$ cat src/rtl/cursor_square_painter.sv
`default_nettype none
// ============================================================================
// Module   : cursor_square_painter
// Purpose  : Pixel source for the VGA controller. Overlays a movable solid
//            square on the background pixel stream inside the 256x256 image
//            window. The square moves and changes colour in response to the
//            debounced buttons. Position and colour change only at the
//            frame tick, so a frame is never drawn with a mix of old and
//            new values.
//
// Ports    : clk         pixel clock (same clock as the VGA counters)
//            rst_n       asynchronous active-low reset
//            i_btn       debounced buttons {up, down, left, right, center}
//            i_hcounter  horizontal counter, 0..799
//            i_vcounter  vertical counter, 0..520
//            i_bg_rgb    background pixel {R,G,B} for the current counters
//            o_vga_rgb   output pixel, registered, one clock latency
//            o_x_pos     square left column, image coordinates
//            o_y_pos     square top row, image coordinates
//            o_color     current square colour
//
// Revision : 1.0  initial release
// ============================================================================
module cursor_square_painter #(
  parameter int SQUARE_SIZE   = 16,   // edge length, power of two, 2..128
  parameter int STEP          = 4,    // pixels per move event
  parameter int REPEAT_FRAMES = 15,   // frames held before each auto-repeat
  parameter int IMG_X0        = 242,  // hcounter value of image column 0
  parameter int IMG_Y0        = 142   // vcounter value of image row 0
) (
  input  logic       clk,
  input  logic       rst_n,
  input  logic [4:0] i_btn,
  input  logic [9:0] i_hcounter,
  input  logic [9:0] i_vcounter,
  input  logic [2:0] i_bg_rgb,
  output logic [2:0] o_vga_rgb,
  output logic [7:0] o_x_pos,
  output logic [7:0] o_y_pos,
  output logic [2:0] o_color
);

  // --------------------------------------------------------------------------
  // Constants
  // --------------------------------------------------------------------------
  // Largest legal top-left coordinate: keeps the whole square in the image.
  localparam logic [8:0]  c_MAX_POS   = 9'(256 - SQUARE_SIZE);
  localparam logic [7:0]  c_INIT_POS  = 8'((256 - SQUARE_SIZE) / 2);
  localparam logic [8:0]  c_STEP      = 9'(STEP);
  localparam logic [8:0]  c_SQ        = 9'(SQUARE_SIZE);
  localparam logic [4:0]  c_REPEAT    = 5'(REPEAT_FRAMES);
  localparam logic [2:0]  c_COLOR_RST = 3'b100;

  // Image window bounds, widened so the +256 end never wraps.
  localparam logic [10:0] c_X_LO = 11'(IMG_X0);
  localparam logic [10:0] c_X_HI = 11'(IMG_X0 + 256);
  localparam logic [10:0] c_Y_LO = 11'(IMG_Y0);
  localparam logic [10:0] c_Y_HI = 11'(IMG_Y0 + 256);

  // Last pixel of the frame: the tick is aligned to it.
  localparam logic [9:0]  c_H_LAST = 10'd799;
  localparam logic [9:0]  c_V_LAST = 10'd520;

  // Bit positions inside the button vector.
  localparam int c_BTN_UP     = 4;
  localparam int c_BTN_DOWN   = 3;
  localparam int c_BTN_LEFT   = 2;
  localparam int c_BTN_RIGHT  = 1;
  localparam int c_BTN_CENTER = 0;

  // --------------------------------------------------------------------------
  // Registers
  // --------------------------------------------------------------------------
  logic [4:0] r_btn_prev;   // button levels one cycle ago, for edge detect
  logic [4:0] r_pend;       // presses collected since the last tick
  logic [4:0] r_hold;       // frames a direction has been held
  logic [7:0] r_x_pos;
  logic [7:0] r_y_pos;
  logic [2:0] r_color;
  logic [2:0] r_vga_rgb;

  // --------------------------------------------------------------------------
  // Combinational wires
  // --------------------------------------------------------------------------
  logic       w_tick;
  logic [4:0] w_press;
  logic       w_any_dir;
  logic       w_repeat;
  logic [3:0] w_rep_mask;
  logic [3:0] w_move;       // {up, down, left, right} applied at this tick
  logic [7:0] w_x_next;
  logic [7:0] w_y_next;
  logic [2:0] w_color_next;
  logic       w_in_img;
  logic [7:0] w_px;
  logic [7:0] w_py;
  logic       w_in_sq;

  // --------------------------------------------------------------------------
  // Saturating single-axis step. 'inc' and 'dec' together cancel out.
  // Arithmetic is done one bit wider than the coordinate so neither the
  // upper nor the lower bound can wrap around.
  // --------------------------------------------------------------------------
  function automatic logic [7:0] f_step(input logic [7:0] pos,
                                        input logic       inc,
                                        input logic       dec);
    logic [8:0] v_sum;
    logic [8:0] v_diff;
    logic [7:0] v_res;
    v_sum  = {1'b0, pos} + c_STEP;
    v_diff = {1'b0, pos} - c_STEP;
    v_res  = pos;
    if (inc && !dec) begin
      v_res = (v_sum > c_MAX_POS) ? c_MAX_POS[7:0] : v_sum[7:0];
    end else if (dec && !inc) begin
      v_res = ({1'b0, pos} >= c_STEP) ? v_diff[7:0] : 8'd0;
    end
    return v_res;
  endfunction

  // --------------------------------------------------------------------------
  // Frame tick, edge detect and move decision
  // --------------------------------------------------------------------------
  always_comb begin
    w_tick     = (i_hcounter == c_H_LAST) && (i_vcounter == c_V_LAST);
    w_press    = i_btn & ~r_btn_prev;
    w_any_dir  = |i_btn[c_BTN_UP:c_BTN_RIGHT];
    // Auto-repeat fires when the hold counter has reached its threshold at a
    // tick; the directions still held at that instant are the ones repeated.
    w_repeat   = w_tick && w_any_dir && (r_hold == c_REPEAT);
    w_rep_mask = w_repeat ? i_btn[c_BTN_UP:c_BTN_RIGHT] : 4'b0000;
    w_move     = r_pend[c_BTN_UP:c_BTN_RIGHT] | w_rep_mask;
  end

  always_comb begin
    w_x_next     = f_step(r_x_pos, w_move[c_BTN_RIGHT - 1], w_move[c_BTN_LEFT - 1]);
    w_y_next     = f_step(r_y_pos, w_move[c_BTN_DOWN - 1],  w_move[c_BTN_UP - 1]);
    // Colour cycles 1..7 and skips black so the square is always visible.
    w_color_next = (r_color == 3'd7) ? 3'd1 : (r_color + 3'd1);
  end

  // --------------------------------------------------------------------------
  // Pixel position and hit test
  // --------------------------------------------------------------------------
  always_comb begin
    w_in_img = ({1'b0, i_hcounter} >= c_X_LO) && ({1'b0, i_hcounter} < c_X_HI) &&
               ({1'b0, i_vcounter} >= c_Y_LO) && ({1'b0, i_vcounter} < c_Y_HI);
    // Only the low 8 bits matter: inside the window the offset is 0..255.
    w_px     = 8'(i_hcounter - 10'(IMG_X0));
    w_py     = 8'(i_vcounter - 10'(IMG_Y0));
    // 9-bit compare: the far edge of the square can equal 256.
    w_in_sq  = w_in_img &&
               ({1'b0, w_px} >= {1'b0, r_x_pos}) &&
               ({1'b0, w_px} <  ({1'b0, r_x_pos} + c_SQ)) &&
               ({1'b0, w_py} >= {1'b0, r_y_pos}) &&
               ({1'b0, w_py} <  ({1'b0, r_y_pos} + c_SQ));
  end

  // --------------------------------------------------------------------------
  // Button edge register and pending mask
  // --------------------------------------------------------------------------
  always_ff @(posedge clk or negedge rst_n) begin
    if (!rst_n) begin
      r_btn_prev <= 5'b00000;
      r_pend     <= 5'b00000;
    end else begin
      r_btn_prev <= i_btn;
      // At the tick the collected presses are consumed; a press landing in
      // the tick cycle itself starts the next frame's collection.
      if (w_tick) begin
        r_pend <= w_press;
      end else begin
        r_pend <= r_pend | w_press;
      end
    end
  end

  // --------------------------------------------------------------------------
  // Hold counter for auto-repeat
  // --------------------------------------------------------------------------
  always_ff @(posedge clk or negedge rst_n) begin
    if (!rst_n) begin
      r_hold <= 5'd0;
    end else if (w_tick) begin
      if (!w_any_dir) begin
        r_hold <= 5'd0;
      end else if (r_hold == c_REPEAT) begin
        r_hold <= 5'd0;
      end else begin
        r_hold <= r_hold + 5'd1;
      end
    end
  end

  // --------------------------------------------------------------------------
  // Position and colour, updated only at the frame tick
  // --------------------------------------------------------------------------
  always_ff @(posedge clk or negedge rst_n) begin
    if (!rst_n) begin
      r_x_pos <= c_INIT_POS;
      r_y_pos <= c_INIT_POS;
      r_color <= c_COLOR_RST;
    end else if (w_tick) begin
      r_x_pos <= w_x_next;
      r_y_pos <= w_y_next;
      if (r_pend[c_BTN_CENTER]) begin
        r_color <= w_color_next;
      end
    end
  end

  // --------------------------------------------------------------------------
  // Output pixel register
  // --------------------------------------------------------------------------
  always_ff @(posedge clk or negedge rst_n) begin
    if (!rst_n) begin
      r_vga_rgb <= 3'b000;
    end else begin
      r_vga_rgb <= w_in_sq ? r_color : i_bg_rgb;
    end
  end

  assign o_vga_rgb = r_vga_rgb;
  assign o_x_pos   = r_x_pos;
  assign o_y_pos   = r_y_pos;
  assign o_color   = r_color;

endmodule
`default_nettype wire

$ cat config.mk
export PLATFORM = sky130hd
export DESIGN_NAME = cursor_square_painter
export DESIGN_NICKNAME = d
export VERILOG_FILES = /design/src/rtl/cursor_square_painter.sv
export SDC_FILE = /design/constraint.sdc
export NUM_CORES = 1
export LEC_CHECK = 0
export ABC_CLOCK_PERIOD_IN_PS = 2800
export CAP_MARGIN = 20
export CORE_MARGIN = 3
export CORE_UTILIZATION = 37
export DETAILED_ROUTE_END_ITERATION = 10
export SLEW_MARGIN = 25
export SYNTH_ARGS = -nofsm -noshare
export SYNTH_HDL_FRONTEND = slang
export SYNTH_SLANG_ARGS = --single-unit
$ cat constraint.sdc
create_clock -name clk -period 2.8 [get_ports clk]
set_input_delay 0.28 -clock clk [delete_from_list [all_inputs] [get_ports clk]]
set_output_delay 0.28 -clock clk [all_outputs]
set_load 0.05 [all_outputs]
==> Word-level counts from Yosys, hierarchy flattened <==
Cells that the tools add are included.
{ "op_classes": {"add_sub_neg": 10, "order_cmp": 12, "eq_ne": 4, "mux": 14, "n_bitwise": 4, "n_reduce_logical": 24} }
{ "ops": {"columns": ["operator", "count"], "rows": [
  ["$mux 8", 8],
  ["$eq 10x10->1 const B", 2],
  ["$ge 10x8->1 const B", 2],
  ["$lt 10x9->1 const B", 2],
  ["$add 8x3->9 const B", 2],
  ["$add 8x5->9 const B", 2],
  ["$gt 9x8->1 const B", 2],
  ["$lt 8x9->1", 2],
  ["$ge 8x3->1 const B", 2],
  ["$ge 8x8->1", 2],
  ["$sub 8x3->8 const B", 2],
  ["$sub 8x8->8 const B", 2],
  ["$mux 5", 3],
  ["$logic_and 1x1->1", 14],
  ["$mux 3", 2],
  ["$reduce_and 2->1", 3],
  ["$add 5x1->5 const B", 1],
  ["$and 5x5->5", 1],
  ["$eq 5x4->1 const B", 1],
  ["$not 5->5", 1],
  ["$or 5x5->5", 1],
  ["$logic_not 1->1", 4],
  ["$mux 4", 1],
  ["$or 4x4->4", 1],
  ["4 further kinds", 5]
]} }
{ "totals": {"register_bits": 37, "wordCells": 75} }

==> Longest topological paths before layout <==
{ "depth": {"word_depth": 10, "depth_mapped": 13, "mapped_depth_nobuf": 12} }

==> Worst setup path after synthesis <==
No wires, ideal clock.
{ "synth_timing": {"path_type": "input-to-reg", "start": "input port i_vcounter[5]", "end": "register r_x_pos[6] (netlist: o_x_pos[6])", "setup_time_ps": 62, "t_arrival_ps": 2605, "slack_ps": 134, "stages": 10, "path_cell_list": "or3_4 > nor4_4 > nand2_4 > nor3_1 > a21oi_1 > ha_1 > clkbuf_1 > or2_2 > o32ai_1 > a221o_1"} }
{ "synth_via": {"elab_chain_cells": 10, "word_cells_on_any_way": 13, "classes_between": "eq/ne: 1; mux: 2; bitwise: 1; reduce/logical: 9"} }
{ "synth_rtl": {"columns": ["element", "line_no", "text"], "rows": [
  ["from (decl)", "35", "input logic [9:0] i_vcounter,"],
  ["$eq 10x10->1 *", "125", "w_tick = (i_hcounter == c_H_LAST) && (i_vcounter == c_V_LAST);"],
  ["$logic_and 1x1->1 *", "125", null],
  ["$logic_and 1x1->1 (2 in a row)", "130", "w_repeat = w_tick && w_any_dir && (r_hold == c_REPEAT);"],
  ["$mux 4", "131", "w_rep_mask = w_repeat ? i_btn[c_BTN_UP:c_BTN_RIGHT] : 4'b0000;"],
  ["$or 4x4->4", "132", "w_move = r_pend[c_BTN_UP:c_BTN_RIGHT] | w_rep_mask;"],
  ["$logic_not 1->1, on equally long branches", "113, 115", null],
  ["$logic_and 1x1->1, on equally long branches", "113, 115", null],
  ["$reduce_bool 2->1 (no source line)", null, null],
  ["$reduce_and 2->1 (no source line)", null, null],
  ["to (signal assigned)", "200", "r_x_pos <= c_INIT_POS;"],
  ["to (signal assigned)", "204", "r_x_pos <= w_x_next;"],
  ["to (decl)", "77", "logic [7:0] r_x_pos;"]
]} }
Every way passes the cells marked *; elsewhere a longest branch is shown, timed or not.
A chain may end at the register's enable or synchronous reset.

==> Final worst setup path <==
{ "layout_timing": {"start": "input port i_vcounter[6]", "end": "register r_y_pos[5] (netlist: o_y_pos[5])"} }
{ "layout_via": {"elab_chain_cells": 10, "word_cells_on_any_way": 13, "classes_between": "eq/ne: 1; mux: 2; bitwise: 1; reduce/logical: 9"} }
{ "layout_rtl": {"columns": ["element", "line_no", "text"], "rows": [
  ["$eq 10x10->1 *", "125", null],
  ["$logic_and 1x1->1 *", "125", null],
  ["$logic_and 1x1->1 (2 in a row)", "130", null],
  ["$mux 4", "131", null],
  ["$or 4x4->4", "132", null],
  ["$logic_not 1->1, on equally long branches", "113, 115", null],
  ["$logic_and 1x1->1, on equally long branches", "113, 115", null],
  ["$reduce_bool 2->1 (no source line)", null, null],
  ["$reduce_and 2->1 (no source line)", null, null],
  ["to (signal assigned)", "201", "r_y_pos <= c_INIT_POS;"],
  ["to (signal assigned)", "205", "r_y_pos <= w_y_next;"],
  ["to (decl)", "78", "logic [7:0] r_y_pos;"]
]} }
Marked as above.

==> results.json <==
{
  "wirelength_um": 7150,
  "rows": 31,
  "dp.cells": 500,
  "final_cells": 509,
  "syn-cell-area_mm2": 0.00284,
  "drive_gt1_frac": 0.198,
  "htreeDepth": 2,
  "hold_class": "input pin to async pin",
  "yosys_register_bits": 33,
  "route.vias.total": 2669,
  "setup_viol_count_final": 0,
  "synth_top_cell_area_share": 0.212,
  "outcome": "completed",
  "grt_overflow": 0,
  "period_share": 0.967,
  "path_class": "input pin to flop",
  "pwr-share-seq": 0.441,
  "ff2ff_path_depth": 11,
  "wl_per_cell_um": 14.0,
  "synth_top_cell_by_area": "dfrtp_1",
  "power_density_mw_per_mm2": 286,
  "clkLatencyLatePin_ns": 0.28,
  "ys_top_cells_by_area": "dfrtp_1 21%, ha_1 17%, dfstp_2 8.3%",
  "cts_buffers": 5,
  "hold_ws_ns": 0.398,
  "ys_seq_area_frac": 0.295,
  "syn_to_final_growth_pct": 35.5,
  "grt_pass1_vias": 2478,
  "antenna_cells": 0,
  "first_iter_violations": 99,
  "die_w_um": 93.6,
  "clock_power_share": 0.360,
  "tightest_slew_ns": 0.666,
  "port_buffers": 47,
  "fin_setup_tns_ns": 0,
  "die_h_um": 93.6,
  "synth_common_cells": "39 x ha_1, 32 x o21ai_0, 28 x inv_1",
  "io_pins": 52,
  "vdd_drop_max_mv": 0.263,
  "first_pass_iters": 4,
  "hold_violations": 0,
  "critPathLaunchType": "input pin",
  "rsz0062_at_grt": "true",
  "p_int_mw": 0.816,
  "core_mm2": 0.00733,
  "clk_path_buf_depth": 2,
  "num-nets-final": 478,
  "cp_data_required_time_ns": 3.03,
  "clk_pin_slew_ns": 0.07,
  "yosysMostFrequentCell": "ha_1",
  "switching_power_mw": 0.284,
  "end_kind": "flop",
  "crit_fanout": 7,
  "grt_pass1_wl_um": 11900,
  "cp-startpoint": "i_vcounter[6]",
  "fmaxAchievable_ghz": 0.369,
  "via_per_inst": 5.24,
  "fin_crit_ns": 2.71,
  "final_antenna_net_count": 0,
  "leakage_nw": 1.68,
  "async_reset_ff_frac": 1.00,
  "dpl.hpwl_um": 5550,
  "initial_core_util": 0.387,
  "clock-sinks": 33,
  "ys_types": 58,
  "pwr-share-comb": 0.199,
  "remaining_drc_errors": 0,
  "maxSlewHeadroom": 0.552,
  "maxCapViolations": 0,
  "dieArea_mm2": 0.00876,
  "root_buffer": "clkbuf_8",
  "grt_max_degree": 34,
  "critPathArrivalTime_ns": 2.94,
  "place_congestion": 0.860,
  "switching_share": 0.258,
  "skew_ns": 0.00492,
  "synth_edf_count": 0,
  "nFillCells": 680,
  "syn_area_per_cell_um2": 8.68,
  "synth_ff_type": "dfrtp_1",
  "cts_tree": "built",
  "final_max_slew_viol_count": 0,
  "antenna_found_initial": 0,
  "synthCells": 327,
  "reg2reg_from": "o_x_pos[4]",
  "grt.total_usage": 0.168,
  "final_core_util": 0.525,
  "yosys_warnings": 0
}
==> timing repair <==
item / in CTS / in global routing
hold buffers: 0 / 0
gates cloned: 0 / 0
endpoints found under the hold margin: 0 / 0
pin swaps: 1 / 10
endpoints found under the setup margin: 3 / 7
setup buffers: 1 / 0
gates resized for setup: 4 / 14
==> power groups by stage <==
stage / combinational [mW] / clock (mW) / sequential, mW
floorplan: 0.100 / 0 / 0.501
global placement: 0.213 / 0 / 0.493
detailed placement: 0.216 / 0 / 0.493
CTS: 0.221 / 0.407 / 0.485
global route: 0.242 / 0.434 / 0.485
finish: 0.218 / 0.396 / 0.485
==> area by class of cell <==
cell class                      count  area [um2]  share of cell area
Clock buffer                        7        96.3              0.0250
Clock inverter                      1        5.00             0.00130
Inverter                           28         105              0.0273
Multi-Input combinational cell    254        1900               0.494
Sequential cell                    33         837               0.218
Tap cell                           99         124              0.0322
Timing Repair Buffer               87         778               0.202
==> flip-flops by register name, summed over array words and instances, names as in the netlist <==
| register | count |
|---|---|
| r_btn_prev | 5 |
| r_hold | 5 |
| o_y_pos | 6 |
| r_pend | 5 |
| o_color | 3 |
| o_x_pos | 6 |
| o_vga_rgb | 3 |
==> critical path: stages <==
cell and delay (ns):
clkdlybuf4s50_1 0.42, or3_4 0.41, nor4_4 0.40, nand2_4 0.08
nor3_2 0.11, buf_4 0.15, a21oi_1 0.07, ha_2 0.19
inv_2 0.07, o41ai_4 0.11, nor4_2 0.30, a21oi_1 0.07
o21ai_1 0.14, a22o_1 0.14
==> worst paths after layout <==
path / to / slack (ns)
worst max register to register: o_vga_rgb[1] / 0.15
min in group clk: r_pend[1] / 0.41
max in group asynchronous: o_y_pos[6] / 2.07
worst min-delay path: r_hold[1] / 0.40
worst max-delay path: o_y_pos[5] / 0.09
worst min register to register: r_pend[1] / 0.41
==> kinds of logic after synthesis <==
logic type      after synthesis  share of synthesized area
xor+xnor                     17                     0.0524
buf+inv                      43                     0.0630
compound gates               97                      0.217
simple gates                 91                      0.176
fa+ha+maj                    39                      0.172
other cells                   1                    0.00132
flops                        33                      0.295
mux                           6                     0.0234
==> stage by stage <==
step	cell area, um2	setup slack (ns)	power, mW
5_1_grt	3850	-0.0455	1.16
4_1_cts	3790	0.0342	1.11
3_3_place_gp	3660	-0.363	0.706
2_1_floorplan	2850	0.134	0.602
6_report	3850	0.0936	1.10
3_5_place_dp	3660	-0.357	0.709
==> metal layers <==
layer / part of all wire / global-route usage / wire length, um / vias to the layer above
met5: 0 / 0 / 0 / -
met4: 0.0077 / 0.0277 / 55 / 0
met3: 0.036 / 0.0338 / 257 / 8
met2: 0.49 / 0.278 / 3490 / 51
met1: 0.47 / 0.231 / 3340 / 1256
li1: - / - / - / 1354
==> placed cells by master (no fill, tap or decap), types with 4 or more instances in the layout <==
cell type	instances
dfrtp_1	24
a31oi_1	7
buf_4	39
nor2_1	15
xnor2_1	13
inv_1	27
nor4_1	5
conb_1	4
o21ai_0	30
clkdlybuf4s50_1	44
mux2_2	4
dfstp_2	9
nand2_1	22
clkbuf_8	7
nand4_1	4
o211ai_1	6
nand3_1	13
nor3_1	8
a21oi_1	20
o21a_1	5
ha_1	38
(Power assumes the default switching activity.)
